### src/rtl/apb_timer_mc.sv
// Multi-channel APB timer: per-channel prescaler, up-counter and compare with
// one-cycle match events and a sticky, maskable interrupt status register.
module apb_timer_mc #(
  parameter int NUM_CH  = 4,
  parameter int CNT_W   = 32,
  parameter int PRESC_W = 8
) (
  input  logic              HCLK,
  input  logic              HRESETn,
  input  logic              PSEL,
  input  logic              PENABLE,
  input  logic              PWRITE,
  input  logic [11:0]       PADDR,
  input  logic [31:0]       PWDATA,
  output logic [31:0]       PRDATA,
  output logic              PREADY,
  output logic              PSLVERR,
  output logic [NUM_CH-1:0] event_o,
  output logic              irq_o
);

  localparam logic [3:0] LAST_CH = 4'(NUM_CH - 1);

  logic [NUM_CH-1:0]  en_q, oneshot_q, irq_en_q, irq_status_q;
  logic [PRESC_W-1:0] presc_q [NUM_CH];
  logic [PRESC_W-1:0] pre_q   [NUM_CH];
  logic [CNT_W-1:0]   cmp_q   [NUM_CH];
  logic [CNT_W-1:0]   cnt_q   [NUM_CH];

  logic              access, wr_acc, is_irq, is_ch, addr_err;
  logic [3:0]        ch_idx;
  logic [1:0]        reg_sel;
  logic [NUM_CH-1:0] tick, match, wr_cfg, wr_cmp, wr_cnt, irq_clr;
  logic              unused_wdata;

  // APB: a transfer is one setup cycle (PSEL) then one access cycle
  // (PSEL & PENABLE); PREADY is tied high, so every access phase completes
  // on the edge that ends it, which is when writes land.
  assign access   = PSEL & PENABLE;
  assign ch_idx   = PADDR[7:4];
  assign reg_sel  = PADDR[3:2];
  assign is_irq   = (PADDR == 12'h100);
  assign is_ch    = (PADDR[11:8] == 4'h0) && (ch_idx <= LAST_CH) &&
                    (reg_sel != 2'd3) && (PADDR[1:0] == 2'b00);
  assign addr_err = ~(is_irq | is_ch);
  assign wr_acc   = access & PWRITE & ~addr_err;
  assign PREADY   = 1'b1;
  assign PSLVERR  = access & addr_err;
  assign irq_clr  = (wr_acc && is_irq) ? PWDATA[NUM_CH-1:0] : '0;
  assign unused_wdata = ^PWDATA;

  // Match is judged on the pre-write counter value of this cycle.
  always_comb begin
    tick   = '0;
    match  = '0;
    wr_cfg = '0;
    wr_cmp = '0;
    wr_cnt = '0;
    for (int c = 0; c < NUM_CH; c++) begin
      tick[c]   = en_q[c] && (pre_q[c] == presc_q[c]);
      match[c]  = tick[c] && (cnt_q[c] == cmp_q[c]);
      wr_cfg[c] = wr_acc && is_ch && (ch_idx == 4'(c)) && (reg_sel == 2'd0);
      wr_cmp[c] = wr_acc && is_ch && (ch_idx == 4'(c)) && (reg_sel == 2'd1);
      wr_cnt[c] = wr_acc && is_ch && (ch_idx == 4'(c)) && (reg_sel == 2'd2);
    end
  end

  always_comb begin
    PRDATA = '0;
    if (access && !addr_err) begin
      if (is_irq) begin
        PRDATA[NUM_CH-1:0] = irq_status_q;
      end else begin
        for (int c = 0; c < NUM_CH; c++) begin
          if (ch_idx == 4'(c)) begin
            case (reg_sel)
              2'd0: begin
                PRDATA[2:0]          = {irq_en_q[c], oneshot_q[c], en_q[c]};
                PRDATA[8 +: PRESC_W] = presc_q[c];
              end
              2'd1:    PRDATA[CNT_W-1:0] = cmp_q[c];
              2'd2:    PRDATA[CNT_W-1:0] = cnt_q[c];
              default: ;
            endcase
          end
        end
      end
    end
  end

  // Later assignments win: bus writes override the tick update of the same edge.
  always_ff @(posedge HCLK or negedge HRESETn) begin
    if (!HRESETn) begin
      en_q         <= '0;
      oneshot_q    <= '0;
      irq_en_q     <= '0;
      irq_status_q <= '0;
      event_o      <= '0;
      irq_o        <= 1'b0;
      for (int c = 0; c < NUM_CH; c++) begin
        presc_q[c] <= '0;
        pre_q[c]   <= '0;
        cmp_q[c]   <= '0;
        cnt_q[c]   <= '0;
      end
    end else begin
      for (int c = 0; c < NUM_CH; c++) begin
        if (!en_q[c] || tick[c]) pre_q[c] <= '0;
        else                     pre_q[c] <= pre_q[c] + PRESC_W'(1);

        if (match[c]) begin
          if (oneshot_q[c]) en_q[c]  <= 1'b0;
          else              cnt_q[c] <= '0;
        end else if (tick[c]) begin
          cnt_q[c] <= cnt_q[c] + CNT_W'(1);
        end

        if (wr_cfg[c]) begin
          en_q[c]      <= PWDATA[0];
          oneshot_q[c] <= PWDATA[1];
          irq_en_q[c]  <= PWDATA[2];
          presc_q[c]   <= PWDATA[8 +: PRESC_W];
          if (PWDATA[3]) begin
            cnt_q[c] <= '0;
            pre_q[c] <= '0;
          end
        end
        if (wr_cmp[c]) cmp_q[c] <= PWDATA[CNT_W-1:0];
        if (wr_cnt[c]) cnt_q[c] <= PWDATA[CNT_W-1:0];
      end
      event_o      <= match;
      irq_status_q <= (irq_status_q & ~irq_clr) | match;
      irq_o        <= |(irq_status_q & irq_en_q);
    end
  end

endmodule
### config.mk
export PLATFORM = sky130hd
export DESIGN_NAME = apb_timer_mc
export DESIGN_NICKNAME = d
export VERILOG_FILES = /design/src/rtl/apb_timer_mc.sv
export SDC_FILE = /design/constraint.sdc
export NUM_CORES = 1
export LEC_CHECK = 0
export ABC_CLOCK_PERIOD_IN_PS = 4100
export CAP_MARGIN = 20
export CELL_PAD_IN_SITES_DETAIL_PLACEMENT = 0
export CELL_PAD_IN_SITES_GLOBAL_PLACEMENT = 1
export CORE_MARGIN = 2
export CORE_UTILIZATION = 52
export DETAILED_ROUTE_END_ITERATION = 10
export GPL_TIMING_DRIVEN = 0
export PLACE_DENSITY = 0.9
export RECOVER_POWER = 50
export SYNTH_ARGS = -nofsm -noshare
export SYNTH_HDL_FRONTEND = slang
export SYNTH_SLANG_ARGS = --single-unit
### constraint.sdc
create_clock -name HCLK -period 4.1 [get_ports HCLK]
set_input_delay 0.82 -clock HCLK [delete_from_list [all_inputs] [get_ports HCLK]]
set_output_delay 0.82 -clock HCLK [all_outputs]
set_load 0.05 [all_outputs]
==> metrics.yaml <==
synthesis:
  async_reset_ff_share_pct: 100
  syn_area_per_cell_um2: 9.28
  ys_seq_area_share_pct: 42.0
  synth_top_area_share_pct: 42.0
  synth_edf_count: 0
  ys_types: 72
  synth_area_leaders: "dfrtp_1 42%, mux2_2 6.8%, nand2_1 5.9%"
  synth.net_count: 2250
  yosys_register_bits: 341
  syn_inst: 2189
  yosysWarnings: 0
  syn_area_mm2: 0.0203
  yosysTopAreaCell: "dfrtp_1"
  postSynth.topFlopCell: "dfrtp_1"
global_route:
  antenna_found_initial: 1
  grt_max_degree: 107
  track_usage_pct: 38.9
  grt_pass1_wl_um: 118000
  gr-total-overflow: 0
  grt_pass1_vias: 18400
cts:
  cts_tree: "built"
  clk_pin_slew_ps: 60
  htree_levels: 2
  hold_buffers: 0
  cts_root_buffer: "clkbuf_16"
  clk_latency_ps: 570
  numCtsBuffers: 40
  clkSinkCount: 341
  cts_buffer_depth: 3
worst_setup_path:
  crit_path_end_kind: "primary output"
  critPathMaxFanout: 10
  cp.required_ps: 3280
  path_class: "primary input to primary output"
  critPathLaunchType: "primary input"
  r2r_setup_slack_ps: 570
  reg2reg_depth: 8
  arrival_ps: 3250
power_and_ir_drop:
  total_power_mw: 8.73
  combinationalPowerShare_pct: 15.0
  p_int_mw: 6.08
  power.leakage_nw: 10.3
  ir_drop_mv: 0.306
  p_sw_share_pct: 30.4
  seq_power_share_pct: 43.3
  p_sw_mw: 2.66
  cellPowerDensity_mw_per_mm2: 365
  p_clk_share_pct: 41.7
layout:
  fill_cells: 3345
  syn2layout_area_growth_pct: 18.0
  multiInputGateArea_mm2: 0.0115
  final_common_cell: "dfrtp_1"
  regArea_mm2: 0.00853
  nets: 2388
  layout_common_cells: "341 x dfrtp_1, 318 x nand2_1, 183 x nand3_1"
  drive_above_1_share_pct: 16.4
timing:
  fin_crit_sh_pct: 99.4
  worstMarginPinSlew_ps: 3240
  setup_viol_count_final: 0
  slew_headroom_pct: -116
  setup_slack_ps: 25.5
  skew_ps: 12.8
  drv_slew: 58
  hold_violations: 0
  timing.hold.ws_ps: 514
  grt_setup_unrepaired: "true"
  finalCriticalPeriod_ps: 4070
  finalSetupTns_ps: 0
  fmax_ghz: 0.245
placed_design:
  routabilityCongestion: 0.982
  port_buffers: 85
  dp_slack_ps: -1720
  dp_hpwl_um: 58900
run_status:
  violations: "max-capacitance violations, max-slew violations"
  status: "finished, violations left"
detailed_routing:
  vias: 19500
  drt_iter0_markers: 2988
  firstDrtPassIters: 8
  postRouteAntennaNets: 0
  drt_wl_total_um: 79200
  drc: 0
  wl_per_cell_um: 27.5
  viasPerCell: 6.79
floorplan:
  die_h_um: 202
  rows: 72
  core_mm2: 0.0386
  die_w_um: 202
  fp.dieArea_mm2: 0.0406
  io_pins: 88
  start_util_pct: 52.7
min_path:
  hold_depth: 2
  hold_class: "flip-flop to flip-flop"
run:
  maxCapViolCount: 1
## state kept, by name, summed over array words and instances (netlist names)
register,count
irq_o,1
presc_q,32
irq_en_q,4
oneshot_q,4
en_q,4
cnt_q,128
pre_q,32
cmp_q,128
event_o,4
irq_status_q,4
## final cells by class
type / count / area share (%)
multi-input combinational: 1644 / 48.0
antenna: 1 / 0.0104
sequential: 341 / 35.6
clock buffer: 59 / 5.07
tap: 518 / 2.71
inverter: 41 / 0.643
clock inverter: 13 / 0.418
buffer: 159 / 3.29
timing repair buffer: 100 / 4.22
## synthesized netlist by cell type (33+ instances only)
master,instances
o211ai_1,77
or3_1,33
a22oi_1,57
inv_1,41
nand3_1,184
clkbuf_1,128
nor3_1,49
or4_1,54
mux2_2,122
and3_1,37
dfrtp_1,341
xnor2_1,63
nor4_1,40
nor2_1,101
xor2_1,123
nand2_1,320
nand4_1,57
## kinds of logic after synthesis
| kind of cell | count (synthesis) | share of synthesized area [%] |
|---|---|---|
| xor+xnor | 186 | 8.02 |
| mux | 138 | 7.78 |
| flops | 341 | 42.0 |
| fa+ha+maj | 12 | 0.739 |
| simple gates | 929 | 22.8 |
| compound gates | 378 | 14.7 |
| buf+inv | 204 | 3.97 |
| other cells | 1 | 0.0185 |
## per-layer routing
| metal | track usage, % | routed length (µm) | vias to the layer above | share of wire (%) |
|---|---|---|---|---|
| li1 | - | - | 8400 | - |
| met1 | 57.0 | 32900 | 9648 | 42 |
| met2 | 56.3 | 33400 | 1248 | 42 |
| met3 | 6.87 | 8700 | 222 | 11 |
| met4 | 17.1 | 4170 | 0 | 5.3 |
| met5 | 0 | 0 | - | 0 |
## worst max-delay path, cell delays in order
cell             delay [ps]
dlygate4sd2_1           280
inv_1                   110
ha_1                    260
clkbuf_2                230
a222oi_1                750
mux4_2                  410
nor2_1                   60
clkdlybuf4s15_2         330
## what timing repair did
action,4_1_cts,5_1_grt
resized for setup,328,31
setup buffers,3,4
endpoints found under the setup margin,32,25
pin swaps,14,8
gates cloned,2,0
## power groups by stage
| stage | clock network (mW) | registers, mW | logic, mW |
|---|---|---|---|
| after floorplan | 0 | 3.74 | 0.742 |
| after global placement | 0 | 3.83 | 1.20 |
| after detailed placement | 0 | 3.82 | 1.23 |
| after CTS | 3.65 | 3.77 | 1.27 |
| after global routing | 3.79 | 3.80 | 1.40 |
| final | 3.64 | 3.78 | 1.31 |
## worst paths after layout
check | startpoint | to
max | PADDR[3] | PRDATA[11]
min | irq_en_q[1] | irq_en_q[1]
max reg2reg | cnt_q[89] | cnt_q[83]
min reg2reg | irq_en_q[1] | irq_en_q[1]
max in group asynchronous | HRESETn | cnt_q[15]
min in group asynchronous | HRESETn | pre_q[25]
## through the flow
stage,utilization [%],cell area (µm²),cells
2_1_floorplan,-,20400,2189
3_3_place_gp,56.8,21900,2792
3_5_place_dp,57.1,22000,2797
4_1_cts,61.8,23800,2870
5_1_grt,62.1,23900,2875
6_report,62.1,23900,2876
(Power assumes the default switching activity.)
